--- src/rtl/imem_uart_loader.sv ---
// Boot loader: receives an 8N1 UART program image (16-bit big-endian word count, then
// big-endian 32-bit words) and writes it into imem from address 0 while holding the CPU.
module imem_uart_loader #(
   parameter int unsigned CLKS_PER_BIT = 868,
   parameter int unsigned ADDR_W       = 11,
   parameter int unsigned MAX_WORDS    = 2048
) (
   input  logic              clk_in,
   input  logic              reset,
   input  logic              uart_rx,
   output logic              im_w,
   output logic [ADDR_W-1:0] im_addr,
   output logic [31:0]       im_wdata,
   output logic              cpu_hold,
   output logic              busy,
   output logic              done,
   output logic              err
);

   localparam int unsigned     CNT_W = $clog2(CLKS_PER_BIT + 1);
   localparam logic [CNT_W-1:0] HALF = CNT_W'(CLKS_PER_BIT / 2);
   localparam logic [CNT_W-1:0] LAST = CNT_W'(CLKS_PER_BIT - 1);
   localparam logic [15:0]      MAX_N = 16'(MAX_WORDS);

   typedef enum logic [1:0] {RxIdle, RxStart, RxData, RxStop} rx_state_e;
   typedef enum logic [2:0] {LdLenHi, LdLenLo, LdWord, LdWrite, LdDone, LdError} ld_state_e;

   logic [1:0] sync_q;
   logic       rx;

   always_ff @(posedge clk_in or posedge reset) begin
      if (reset) sync_q <= 2'b11;
      else       sync_q <= {sync_q[0], uart_rx};
   end
   assign rx = sync_q[1];

   rx_state_e        rx_state_q, rx_state_d;
   logic [CNT_W-1:0] cnt_q, cnt_d;
   logic [2:0]       bit_q, bit_d;
   logic [7:0]       shreg_q, shreg_d;
   logic             rx_valid, frame_err;

   always_ff @(posedge clk_in or posedge reset) begin
      if (reset) begin
         rx_state_q <= RxIdle;
         cnt_q      <= '0;
         bit_q      <= '0;
         shreg_q    <= '0;
      end else begin
         rx_state_q <= rx_state_d;
         cnt_q      <= cnt_d;
         bit_q      <= bit_d;
         shreg_q    <= shreg_d;
      end
   end

   // The detection cycle in RxIdle counts as tick 0 of the start bit.
   always_comb begin
      rx_state_d = rx_state_q;
      cnt_d      = cnt_q + CNT_W'(1);
      bit_d      = bit_q;
      shreg_d    = shreg_q;
      unique case (rx_state_q)
         RxIdle: begin
            cnt_d = CNT_W'(1);
            bit_d = '0;
            if (!rx) rx_state_d = RxStart;
         end
         RxStart: begin
            if (cnt_q == HALF) begin
               cnt_d      = '0;
               rx_state_d = rx ? RxIdle : RxData;
            end
         end
         RxData: begin
            if (cnt_q == LAST) begin
               cnt_d   = '0;
               shreg_d = {rx, shreg_q[7:1]};
               bit_d   = bit_q + 3'd1;
               if (bit_q == 3'd7) rx_state_d = RxStop;
            end
         end
         RxStop: begin
            if (cnt_q == LAST) rx_state_d = RxIdle;
         end
         default: rx_state_d = RxIdle;
      endcase
   end

   always_comb begin
      rx_valid  = (rx_state_q == RxStop) && (cnt_q == LAST) && rx;
      frame_err = (rx_state_q == RxStop) && (cnt_q == LAST) && !rx;
   end

   ld_state_e     ld_q, ld_d;
   logic [15:0]   len_q;
   logic [1:0]    idx_q;
   logic [23:0]   shift_q;
   logic [31:0]   wdata_q;
   logic [ADDR_W:0] addr_q;
   logic [15:0]   len_now;
   logic [15:0]   written;

   assign len_now = {len_q[15:8], shreg_q};
   assign written = 16'(addr_q) + 16'd1;

   always_ff @(posedge clk_in or posedge reset) begin
      if (reset) ld_q <= LdLenHi;
      else       ld_q <= ld_d;
   end

   always_comb begin
      ld_d = ld_q;
      if (frame_err && (ld_q != LdDone)) begin
         ld_d = LdError;
      end else begin
         unique case (ld_q)
            LdLenHi: if (rx_valid) ld_d = LdLenLo;
            LdLenLo: begin
               if (rx_valid) begin
                  if (len_now == 16'd0)   ld_d = LdDone;
                  else if (len_now > MAX_N) ld_d = LdError;
                  else                    ld_d = LdWord;
               end
            end
            LdWord:  if (rx_valid && (idx_q == 2'd3)) ld_d = LdWrite;
            LdWrite: ld_d = (written == len_q) ? LdDone : LdWord;
            LdDone:  ld_d = LdDone;
            LdError: ld_d = LdError;
            default: ld_d = LdError;
         endcase
      end
   end

   always_comb begin
      im_w     = (ld_q == LdWrite);
      busy     = (ld_q == LdLenLo) || (ld_q == LdWord) || (ld_q == LdWrite);
      done     = (ld_q == LdDone);
      err      = (ld_q == LdError);
      cpu_hold = (ld_q != LdDone);
      im_addr  = addr_q[ADDR_W-1:0];
      im_wdata = wdata_q;
   end

   // im_wdata only changes when a full word is assembled, so it is stable outside WRITE.
   always_ff @(posedge clk_in or posedge reset) begin
      if (reset) begin
         len_q   <= '0;
         idx_q   <= '0;
         shift_q <= '0;
         wdata_q <= '0;
         addr_q  <= '0;
      end else begin
         if (ld_q == LdLenHi && rx_valid) len_q[15:8] <= shreg_q;
         if (ld_q == LdLenLo && rx_valid) begin
            len_q[7:0] <= shreg_q;
            idx_q      <= '0;
         end
         if (ld_q == LdWord && rx_valid) begin
            idx_q   <= idx_q + 2'd1;
            shift_q <= {shift_q[15:0], shreg_q};
            if (idx_q == 2'd3) wdata_q <= {shift_q, shreg_q};
         end
         if (ld_q == LdWrite) addr_q <= addr_q + 1'b1;
      end
   end

endmodule

--- config.mk ---
export PLATFORM = sky130hd
export DESIGN_NAME = imem_uart_loader
export DESIGN_NICKNAME = d
export VERILOG_FILES = /design/src/rtl/imem_uart_loader.sv
export SDC_FILE = /design/constraint.sdc
export NUM_CORES = 1
export LEC_CHECK = 0
export BUFFER_PORTS_ARGS = -buffer_cell sky130_fd_sc_hd__buf_2
export CORE_MARGIN = 8
export CORE_UTILIZATION = 59
export DETAILED_ROUTE_END_ITERATION = 8
export PLACE_DENSITY = 0.83
export SLEW_MARGIN = 20
export SYNTH_ARGS = -nofsm -noshare
export SYNTH_HDL_FRONTEND = slang
export SYNTH_SLANG_ARGS = --single-unit
export TNS_END_PERCENT = 1
--- constraint.sdc ---
create_clock -name clk_in -period 4.48 [get_ports clk_in]
set_input_delay 0.896 -clock clk_in [delete_from_list [all_inputs] [get_ports clk_in]]
set_output_delay 0.896 -clock clk_in [all_outputs]
set_load 0.03 [all_outputs]
==> results.cfg <==
[synthesis]
synth_cells = 460
yosys.area.top_type = dfrtp_1
ys_warn_count = 0
synth_area_leaders = dfrtp_1, mux2_4, nand2_1, mux2_2, xor2_1
syn_avg_cell_area_um2 = 11.4
synth_ff_type = dfrtp_1
syn_nets = 469
yosys_register_bits = 114
synth_enable_flop_cells = 0
synthArstFlopShare_pct = 100
syn-cell-area_um2 = 5260
ys_seq_area_share_pct = 54.2
synthDistinctLibCells = 52
yosys.area.top_type_share_pct = 53.2

[sta]
finalCritPeriodShare_pct = 77.1
whs_ns = 0.361
hold_viol = 0
timing.setup.tns_ns = 0
worst_pin_slew_ns = 1.02
setup_viol = 0
period_minus_slack_ns = 3.45
slew_headroom_pct = 31.6
finalClockSkew_ns = 0.0102
drv_slew = 0
max_freq_mhz = 290
grt_setup_unrepaired = false

[clocking]
postCtsHoldBufs = 0
cts_buffer_depth = 2
cts_buffers = 17
clk_latency_ns = 0.52
cts.clk_slew.worst_paths_ns = 0.06
post-cts-setup-buffer-count = 0
cts_tree = yes
cts-resized-gates = 0
clock-root-buffer = clkbuf_8
cts.sinks = 114
htree_levels = 4

[setup_path]
crit_chain = or3b_1, or4_1, or4_4, clkinv_4, nand2_4, mux2_4
reg2reg_slack_ns = 1.03
arrival_ns = 3.85
crit_type = flop to flop
cp-endpoint = im_wdata[3]
worst_setup_path_end_kind = flop
start_kind = flop
cp_max_fo = 32
r2r_cells = 6
critPathMaxStageDelay_ns = 0.76
critPathSlowestCell = or4_4
critPathLaunch = cnt_q[2]
reg2reg_to = im_wdata[3]
crit_required_ns = 4.88
r2r_start = cnt_q[2]

[die]
die_area_um2 = 12200
io_pins = 51
coreArea_um2 = 8680
die_h_um = 110
rows = 34
die_w_um = 110
initial_core_util_pct = 60.7

[detailed_routing]
dr_total_vias = 3539
dr.pass1.iters = 5
avgViaCountPerCell = 5.66
routed_wl_um = 11200
drt_iter0_markers = 199
drc = 0
ant_nets = 0
avgRoutedWirePerCell_um = 17.9

[layout]
multi_input_area_um2 = 2190
nets = 513
fillCellCount = 577
final_util_pct = 69.8
diodes = 0
drive_above_1_share_pct = 28.8
regArea_um2 = 2860
syn_to_final_growth_pct = 15.0

[run_status]
status = finished, final reports clean

[grt]
antenna_found_initial = 0
grt_max_degree = 54
grt_use_total_pct = 18.7
grt_pass1_vias = 3571
grt_overflow = 0
grt_pass1_wl_um = 18700

[power]
power_uw = 2360
ir_drop_v = 0.000263
power_density_nw_per_um2 = 390
total_leakage_power_uw = 0.00327

[flow_run]
max_cap_violations = 0

[min_path]
hp-class = flop to flop

[placed_design]
dp_hpwl_um = 7080
port-buffer-count = 50
place_congestion = 0.846
==> metal layers <==
| layer | share of wire, % | global-route usage [%] | up-vias |
|---|---|---|---|
| li1 | - | - | 1649 |
| met1 | 43 | 23.6 | 1770 |
| met2 | 51 | 30.0 | 101 |
| met3 | 4.1 | 5.68 | 19 |
| met4 | 1.4 | 6.04 | 0 |
| met5 | 0 | 0 | - |
==> logic make-up (layout without fill, tap and decap cells) <==
kind of cell    after synthesis  after routing  synth area share, %
compound gates               30             30                 3.71
xor+xnor                     37             37                 6.16
fa+ha+maj                     6              6                 1.43
buf+inv                      34             91                 4.06
flops                       114            114                 54.2
mux                          56             56                 14.1
simple gates                183            183                 16.3
==> layout by cell type (no fill, tap or decap), drive strengths merged, types with 6 or more instances in the layout <==
cell	synthesis	final
inv	5	17
nor2	22	22
ha	6	6
mux2	56	56
xor2	19	19
dfrtp	112	112
clkbuf	9	17
o21ai	9	9
buf	18	52
nor3	7	7
xnor2	18	18
nand2	99	99
nor4	7	7
nand3	18	18
==> synthesized netlist by cell type, drive strengths merged, types with 3 or more instances <==
| master | instances |
|---|---|
| mux2 | 56 |
| and2 | 3 |
| xor2 | 19 |
| or4 | 3 |
| nand2 | 99 |
| o21ai | 9 |
| nor3 | 7 |
| clkbuf | 9 |
| ha | 6 |
| nand4 | 4 |
| buf | 18 |
| xnor2 | 18 |
| nor2 | 22 |
| nand3 | 18 |
| nor4 | 7 |
| dfrtp | 112 |
| and3 | 4 |
| a21oi | 4 |
| inv | 5 |
| a31oi | 4 |
==> registers in the layout (all words and copies together), names as in the netlist, named ones only <==
name	count
shreg_q	8
idx_q	2
addr_q	12
bit_q	3
cnt_q	10
sync_q	2
len_q	16
im_wdata	32
shift_q	24
rx_state_q	1
ld_q	3
==> report_power, final <==
group	total, uW	switching, uW	internal, uW
registers	1030	0.685	1030
clock network	1310	547	762
logic	22.0	20.0	2.05
total	2360	568	1800
==> metrics by stage <==
step	cells	cell area [um^2]	setup slack, ns
after CTS	625	6060	1.04
after global placement	593	5480	1.12
final	625	6060	1.03
after global routing	625	6060	0.865
after detailed placement	593	5480	1.07
after floorplan	460	5260	0.572
==> worst max-delay path, delay by kind of cell, from the launching register on <==
family                 cells  cell delay, ns
and+or+nand+nor            4            2.22
buffers and inverters      1            0.24
DFF                        1            0.43
muxes                      1            0.42
==> how the worst min path moves through the flow <==
| stage | to | start | slack [ns] | cells after the start |
|---|---|---|---|---|
| 6_report | sync_q[1] | sync_q[0] | 0.36 | 0 |
| 5_1_grt | sync_q[1] | sync_q[0] | 0.37 | 0 |
| 4_1_cts | sync_q[1] | sync_q[0] | 0.36 | 0 |
| 3_5_place_dp | sync_q[1] | sync_q[0] | 0.35 | 0 |
| 3_3_place_gp | sync_q[1] | sync_q[0] | 0.35 | 0 |
| 2_1_floorplan | sync_q[1] | sync_q[0] | 0.35 | 0 |
==> area by class of cell <==
cell class	instances	area share, %
clock buffer	17	6.84
clock inverter	15	2.60
inverter	7	0.558
multi-input combinational	312	36.2
sequential	114	47.1
tap	108	2.23
timing repair buffer	52	4.38
(Power assumes the default switching activity.)
